--- config.mk ---
export PLATFORM = sky130hd
export DESIGN_NAME = arb_mux_n
export DESIGN_NICKNAME = d
export VERILOG_FILES = /design/src/rtl/arb_mux_n.sv
export SDC_FILE = /design/constraint.sdc
export NUM_CORES = 1
export LEC_CHECK = 0
export ABC_AREA = 1
export CAP_MARGIN = 20
export CORE_AREA = 2 2 132 134
export DETAILED_ROUTE_END_ITERATION = 10
export DIE_AREA = 0 0 134 136
export PLACE_DENSITY = 0.74
export SETUP_SLACK_MARGIN = 0.3
export SLEW_MARGIN = 25
export SYNTH_ARGS = -nofsm -noshare
export SYNTH_HDL_FRONTEND = slang
export SYNTH_SLANG_ARGS = --single-unit
--- constraint.sdc ---
create_clock -name clk -period 2.4 [get_ports clk]
set_input_delay 0.36 -clock clk [delete_from_list [all_inputs] [get_ports clk]]
set_output_delay 0.36 -clock clk [all_outputs]
set_load 0.01 [all_outputs]
--- src/rtl/arb_mux_n.sv ---
// Registered N:1 selector with per-input valid/ready, one output stage and
// external-select or round-robin arbitration. Optional counters: ARB_MUX_STATS_EN.
module arb_mux_n #(
  parameter int unsigned WIDTH  = 64,
  parameter int unsigned NUM_IN = 4,
  parameter int unsigned SEL_W  = 2
) (
  input  logic                    clk,
  input  logic                    rst_n,
  input  logic [NUM_IN*WIDTH-1:0] in_data,
  input  logic [NUM_IN-1:0]       in_valid,
  output logic [NUM_IN-1:0]       in_ready,
  input  logic                    mode,
  input  logic [SEL_W-1:0]        sel_ext,
  input  logic                    flush,
  output logic [WIDTH-1:0]        out_data,
  output logic [SEL_W-1:0]        out_src,
  output logic                    out_valid,
  input  logic                    out_ready
`ifdef ARB_MUX_STATS_EN
  ,
  input  logic [SEL_W-1:0]        stat_idx,
  input  logic                    stat_clr,
  output logic [31:0]             stat_cnt
`endif
);

  if (SEL_W != $clog2(NUM_IN) || NUM_IN < 2 || NUM_IN > 16 ||
      (NUM_IN & (NUM_IN - 1)) != 0) begin : g_bad_params
    $error("arb_mux_n: NUM_IN must be a power of two in 2..16 and SEL_W = log2(NUM_IN)");
  end

  logic [WIDTH-1:0] ch [NUM_IN];
  logic [SEL_W-1:0] ptr;
  logic [SEL_W-1:0] gnt;
  logic [SEL_W-1:0] rr_idx;
  logic             gnt_v;
  logic             load_ok;
  logic             xfer;

  for (genvar i = 0; i < NUM_IN; i++) begin : g_unpack
    assign ch[i] = in_data[i*WIDTH +: WIDTH];
  end

  assign load_ok = !flush && (!out_valid || out_ready);
  assign xfer    = load_ok && gnt_v;

  // Round-robin scans ptr+1 .. ptr+NUM_IN; descending loop lets the nearest requester win.
  always_comb begin
    gnt    = '0;
    gnt_v  = 1'b0;
    rr_idx = '0;
    if (mode) begin
      for (int k = NUM_IN; k >= 1; k--) begin
        rr_idx = ptr + SEL_W'(k);
        if (in_valid[rr_idx]) begin
          gnt   = rr_idx;
          gnt_v = 1'b1;
        end
      end
    end else begin
      gnt   = sel_ext;
      gnt_v = in_valid[sel_ext];
    end
  end

  // rst_n gating keeps every in_ready low while reset is held.
  always_comb begin
    in_ready = '0;
    if (rst_n && xfer) begin
      in_ready[gnt] = 1'b1;
    end
  end

  always_ff @(posedge clk or negedge rst_n) begin
    if (!rst_n) begin
      out_valid <= 1'b0;
      out_data  <= '0;
      out_src   <= '0;
      ptr       <= SEL_W'(NUM_IN - 1);
    end else if (flush) begin
      out_valid <= 1'b0;
    end else if (xfer) begin
      out_valid <= 1'b1;
      out_data  <= ch[gnt];
      out_src   <= gnt;
      if (mode) begin
        ptr <= gnt;
      end
    end else if (out_ready) begin
      out_valid <= 1'b0;
    end
  end

`ifdef ARB_MUX_STATS_EN
  logic [31:0] cnt [NUM_IN];

  // Per-channel saturating grant counters; clear beats a same-cycle increment.
  always_ff @(posedge clk or negedge rst_n) begin
    if (!rst_n) begin
      for (int i = 0; i < NUM_IN; i++) begin
        cnt[i] <= '0;
      end
      stat_cnt <= '0;
    end else begin
      if (stat_clr) begin
        for (int i = 0; i < NUM_IN; i++) begin
          cnt[i] <= '0;
        end
      end else if (xfer && cnt[gnt] != 32'hFFFF_FFFF) begin
        cnt[gnt] <= cnt[gnt] + 32'd1;
      end
      stat_cnt <= cnt[stat_idx];
    end
  end
`endif

endmodule
# --- After elaboration in Yosys (flattened, before gate mapping) ---
# Cells that the tools add are included.
# Widths: inputs -> output; s select.
totals:
  reg_bits: 69
  input_bits: 267
  elab_cells: 56
classes:
  addsub: 3
  n_lt_le_gt_ge: 8
  mux: 29
  bitwise_logic: 2
  n_reduce_logical: 10
ops:
  columns: ["cell", "n"]
  rows:
  - ["$bmux 64 s2", 1]
  - ["$mux 64", 2]
  - ["$lt 2x3->1 const B", 6]
  - ["$mux 1", 14]
  - ["$bmux 1 s2", 5]
  - ["$mux 2", 5]
  - ["$add 2x2->2 const B", 2]
  - ["$logic_and 1x1->1", 4]
  - ["$mux 4", 1]
  - ["$ge 3x3->1 const B", 1]
  - ["$not 2->3", 1]
  - ["$reduce_and 3->1", 1]
  - ["$reduce_bool 3->1", 1]
  - ["$add 2x1->2 const B", 1]
  - ["$demux 1 s2", 1]
  - ["$ge 2x1->1 const B", 1]
  - ["$logic_not 1->1", 2]
  - ["$reduce_and 2->1", 1]
  - ["$logic_or 1x1->1", 1]
  - ["$not 1->1", 1]

# --- Depth between registers and ports, before layout ---
logic_depth:
  depth_word: 12
  mapped_depth: 18

# --- Worst setup path after synthesis ---
# No wires, ideal clock.
synth_timing:
  path_kind: "flip-flop to output port"
  start: "reg ptr[0]"
  end: "out in_ready[2]"
  t_arrival_ps: 1849
  required_ps: 2040
  setup_slack_ps: 191
  stages_incl_launch_ff: 16
  cell_sequence: "dfstp_2 buf_6 inv_4 nand2_1 nand2_2 nand2_2 nand2_1 inv_1 nand2_1 nand2_1 nand2_1 nand2_2 inv_2 buf_4 buf_4 nor3_1"
synth_between:
  elab_chain_len: 12
  elab_cells_between_ends: 29
synth_rtl:
  columns: ["element", "line_no", "text"]
  rows:
  - ["from (decl)", "34", "logic [SEL_W-1:0] ptr;"]
  - ["from (signal assigned)", "80", "ptr <= SEL_W'(NUM_IN - 1);"]
  - ["from (signal assigned)", "88", "ptr <= gnt;"]
  - ["$add 2x2->2 or $bmux 1 s2 (tied branches)", "55, 56", null]
  - ["$bmux 1 s2 or $mux 1 (tied branches)", "56", "if (in_valid[rr_idx]) begin"]
  - ["$mux 1 (not written as such) or $mux 2 (tied branches)", "56", null]
  - ["$mux 2 (3 in a row)", "56", null]
  - ["$mux 2", "53", "if (mode) begin"]
  - ["$lt 2x3->1 (not written as such) or $ge 2x1->1 (tied branches)", "71", "in_ready[gnt] = 1'b1;"]
  - ["$logic_and 1x1->1 (not written as such)", "71", null]
  - ["$mux 1 (not written as such)", "71", null]
  - ["$demux 1 s2", "71", null]
  - ["$mux 4 *", "70", "if (rst_n && xfer) begin"]
  - ["to (decl)", "12", "output logic [NUM_IN-1:0] in_ready,"]
# Every way passes the cells marked *; elsewhere a longest branch is shown, timed or not. The select of a mux whose other input is x is not followed.

# --- Worst setup path after layout ---
# Same ends and word-level chain as after synthesis.

==> results <==
-- kinds of logic (layout without fill, tap and decap cells) --
kind of cell | after synthesis | after routing | share of synthesized area
simple gates | 641 | 641 | 0.499
buf+inv | 169 | 528 | 0.131
compound gates | 74 | 74 | 0.0672
flops | 69 | 69 | 0.303
-- area by class of cell --
| type | count | area [um^2] |
|---|---|---|
| sequential | 69 | 1730 |
| multi-input combinational | 715 | 3810 |
| clock buffer | 16 | 292 |
| fill | 1434 | 5420 |
| tap | 225 | 282 |
| timing repair buffer | 428 | 5010 |
| inverter | 84 | 323 |
-- critical path, stage by stage (launching register included) --
cell and delay [ns]:
dfstp_2 0.60, buf_6 0.14, nand2_4 0.05, nand2_4 0.08, nand2_4 0.07, buf_6 0.12, nand3_2 0.05, nand2_2 0.06
nand2_2 0.06, nand2_2 0.06, nand2_4 0.12, inv_4 0.08, nor3_2 0.16, buf_2 0.15
-- synth_stat cells, types with 5 or more instances --
master | number | area [um^2]
nor2_1 | 264 | 991
buf_2 | 39 | 195
dfrtp_1 | 67 | 1680
nand3_1 | 200 | 1000
nand4_1 | 65 | 407
nand2_1 | 103 | 387
inv_1 | 79 | 297
clkbuf_1 | 31 | 116
nand2_2 | 5 | 31.3
buf_4 | 8 | 60.1
a21oi_1 | 65 | 325
-- power breakdown --
group	total (W)	internal (W)	switching [W]
Sequential	0.00208	0.00175	0.000331
Combinational	0.0107	0.00541	0.00530
Clock	0.00131	0.000815	0.000494
Total	0.0141	0.00798	0.00612
-- registers in the layout, indices dropped and copies added, names as in the netlist --
name / flops
out_data: 64
out_src: 2
out_valid: 1
ptr: 2
-- routing by layer --
metal  global-route usage  part of all wire
met5                    0                 0
met4                0.140             0.041
met3               0.0701             0.090
met2                0.501              0.50
met1                0.328              0.37
-- final timing paths --
kind / start / end
min reg2reg: out_src[1]$_DFFE_PN0P_ / out_src[1]$_DFFE_PN0P_
max: ptr[0]$_DFFE_PN1P_ / in_ready[2]
min in group clk: out_src[1]$_DFFE_PN0P_ / out_src[1]$_DFFE_PN0P_
max reg2reg: ptr[0]$_DFFE_PN1P_ / out_data[56]$_DFFE_PN0P_
min: rst_n / out_src[1]$_DFFE_PN0P_
max in group asynchronous: rst_n / out_data[40]$_DFFE_PN0P_
-- repair_timing --
| item | in CTS | in global routing |
|---|---|---|
| pin swaps | 34 | 79 |
| resized for setup | 105 | 111 |
| buffers inserted | 15 | 7 |
| setup endpoints to repair | 72 | 72 |
| gates cloned | 20 | 13 |
-- through the flow --
step / cells / TNS, ns / total power, W / worst slack (ns)
2_1_floorplan: 953 / 0 / 0.00597 / 0.274
3_3_place_gp: 1466 / -22.27 / 0.00845 / -0.434
3_5_place_dp: 1466 / -24.56 / 0.00853 / -0.474
4_1_cts: 1517 / -0.360 / 0.0126 / -0.0642
5_1_grt: 1537 / -5.94 / 0.0149 / -0.204
6_report: 1537 / -0.455 / 0.0141 / -0.0841
==> summary.md <==
| Metric | Value |
|---|---|
| Synth Flop Type | `dfrtp_1` |
| P_leak | `5.02 nW` |
| Max Clk Rate | `between 400 and 500 MHz` |
| Setup Viol. Count Final | `17` |
| GP Congestion | `a little under 0.9` |
| DR pass1 iterations | `5` |
| Post-route setup slack | `-0.0841 ns` |
| DRC | `0` |
| Ant diodes | `0` |
| Crit path arrival time | `~2.1 ns` |
| Kind of critical path | `reg -> out` |
| Fin crit period | `2.48 ns` |
| First-pass GRT wire length | `40.6 mm` |
| Slew Limit Headroom | `0.524` |
| Die ar. | `approximately 0.018 mm^2` |
| Mapped Nets | `1,220` |
| Slew @ Worst Pin | `just over 0.7 ns` |
| Overflow after GRT | `0` |
| Critical path required time | `between 2 and 2.5 ns` |
| Register bit count reported by yosys | `69` |
| Synth cell types | `23` |
| R2R Setup Slk | `-0.04 ns` |
| Num ports | `about 340` |
| Initial cell density of the core | `0.338` |
| Outcome | `finished, violations left` |
| Share of layout cells above drive strength 1 | `0.184` |
| Mapped Avg Cell Area | `between 5 and 6 um^2` |
| Worst Hold Class | `in -> async` |
| Drt first-iter violations | `461` |
| RSZ-0062 raised after global routing | `yes` |
| I/O Buffers | `roughly 340` |
| H-tree depth | `3` |
| P per Cell Area | `1230 mW/mm^2` |
| Clk pin slew, worst setup/hold paths | `0.05 ns` |
| CTS tree | `yes` |
| Routed vias | `~8,000` |
| Final setup skew | `0.00733 ns` |
| Vias per inst | `5.29` |
| CP max FO | `5` |
| Async SR Flop Fraction | `1.00` |
| Seq/Total Area, Yosys | `0.303` |
| DP HPWL | `about 16 mm` |
| Fin. Hold Viols | `0` |
| Clock buffer depth | `2` |
| Max Cap Viol | `0` |
| Final instance area | `between 0.01 and 0.015 mm^2` |
| Core area | `0.0169 mm^2` |
| Leading cell types in the layout, fill and taps excluded | `clkdlybuf4s50_1, nor2_1, nand3_1` |
| Clock Latency Late Sink | `between 0.3 and 0.4 ns` |
| Cts hold-fix bufs | `0` |
| Largest net degree at the start of global routing | `between 100 and 150` |
| Row count | `48` |
| Root Buffer | `clkbuf_16` |
| Clock sinks | `roughly 70` |
| Slew Viols, Final | `0` |
| Initial antenna violation count | `0` |
| CTS Buf Count | `9` |
| WL final | `29.0 mm` |
| Final core utilization | `0.679` |
| Area growth from synthesis to layout | `101%` |
| Hold WS | `around 0.17 ns` |
| R2R cell count | `16` |
| Post-synth EDFFs | `0` |
| Crit end category | `output pin` |
| Vias in the first global route | `between 7,000 and 8,000` |
| Syn. warnings | `0` |
| Die Y | `136 um` |
| Die Wd | `roughly 130 um` |
| Cells after synthesis | `around 950` |
| Final period util | `1.04` |
| Post-DR wirelength/cell | `18.9 um` |
| Max IR drop VDD | `around 0.62 mV` |
| Gr usage total | `0.287` |
| Nets | `between 1,500 and 2,000` |
| Failing checks | `setup timing` |
| Post-Syn Area | `about 0.0057 mm^2` |
| Post-route ant nets | `0` |
| Placed Area | `0.00932 mm^2` |
| CP Launch Type | `flop` |
| Commonest non-fill, non-tap cell in the layout | `clkdlybuf4s50_1` |
No activity file was read; power rests on OpenSTA's default activity.
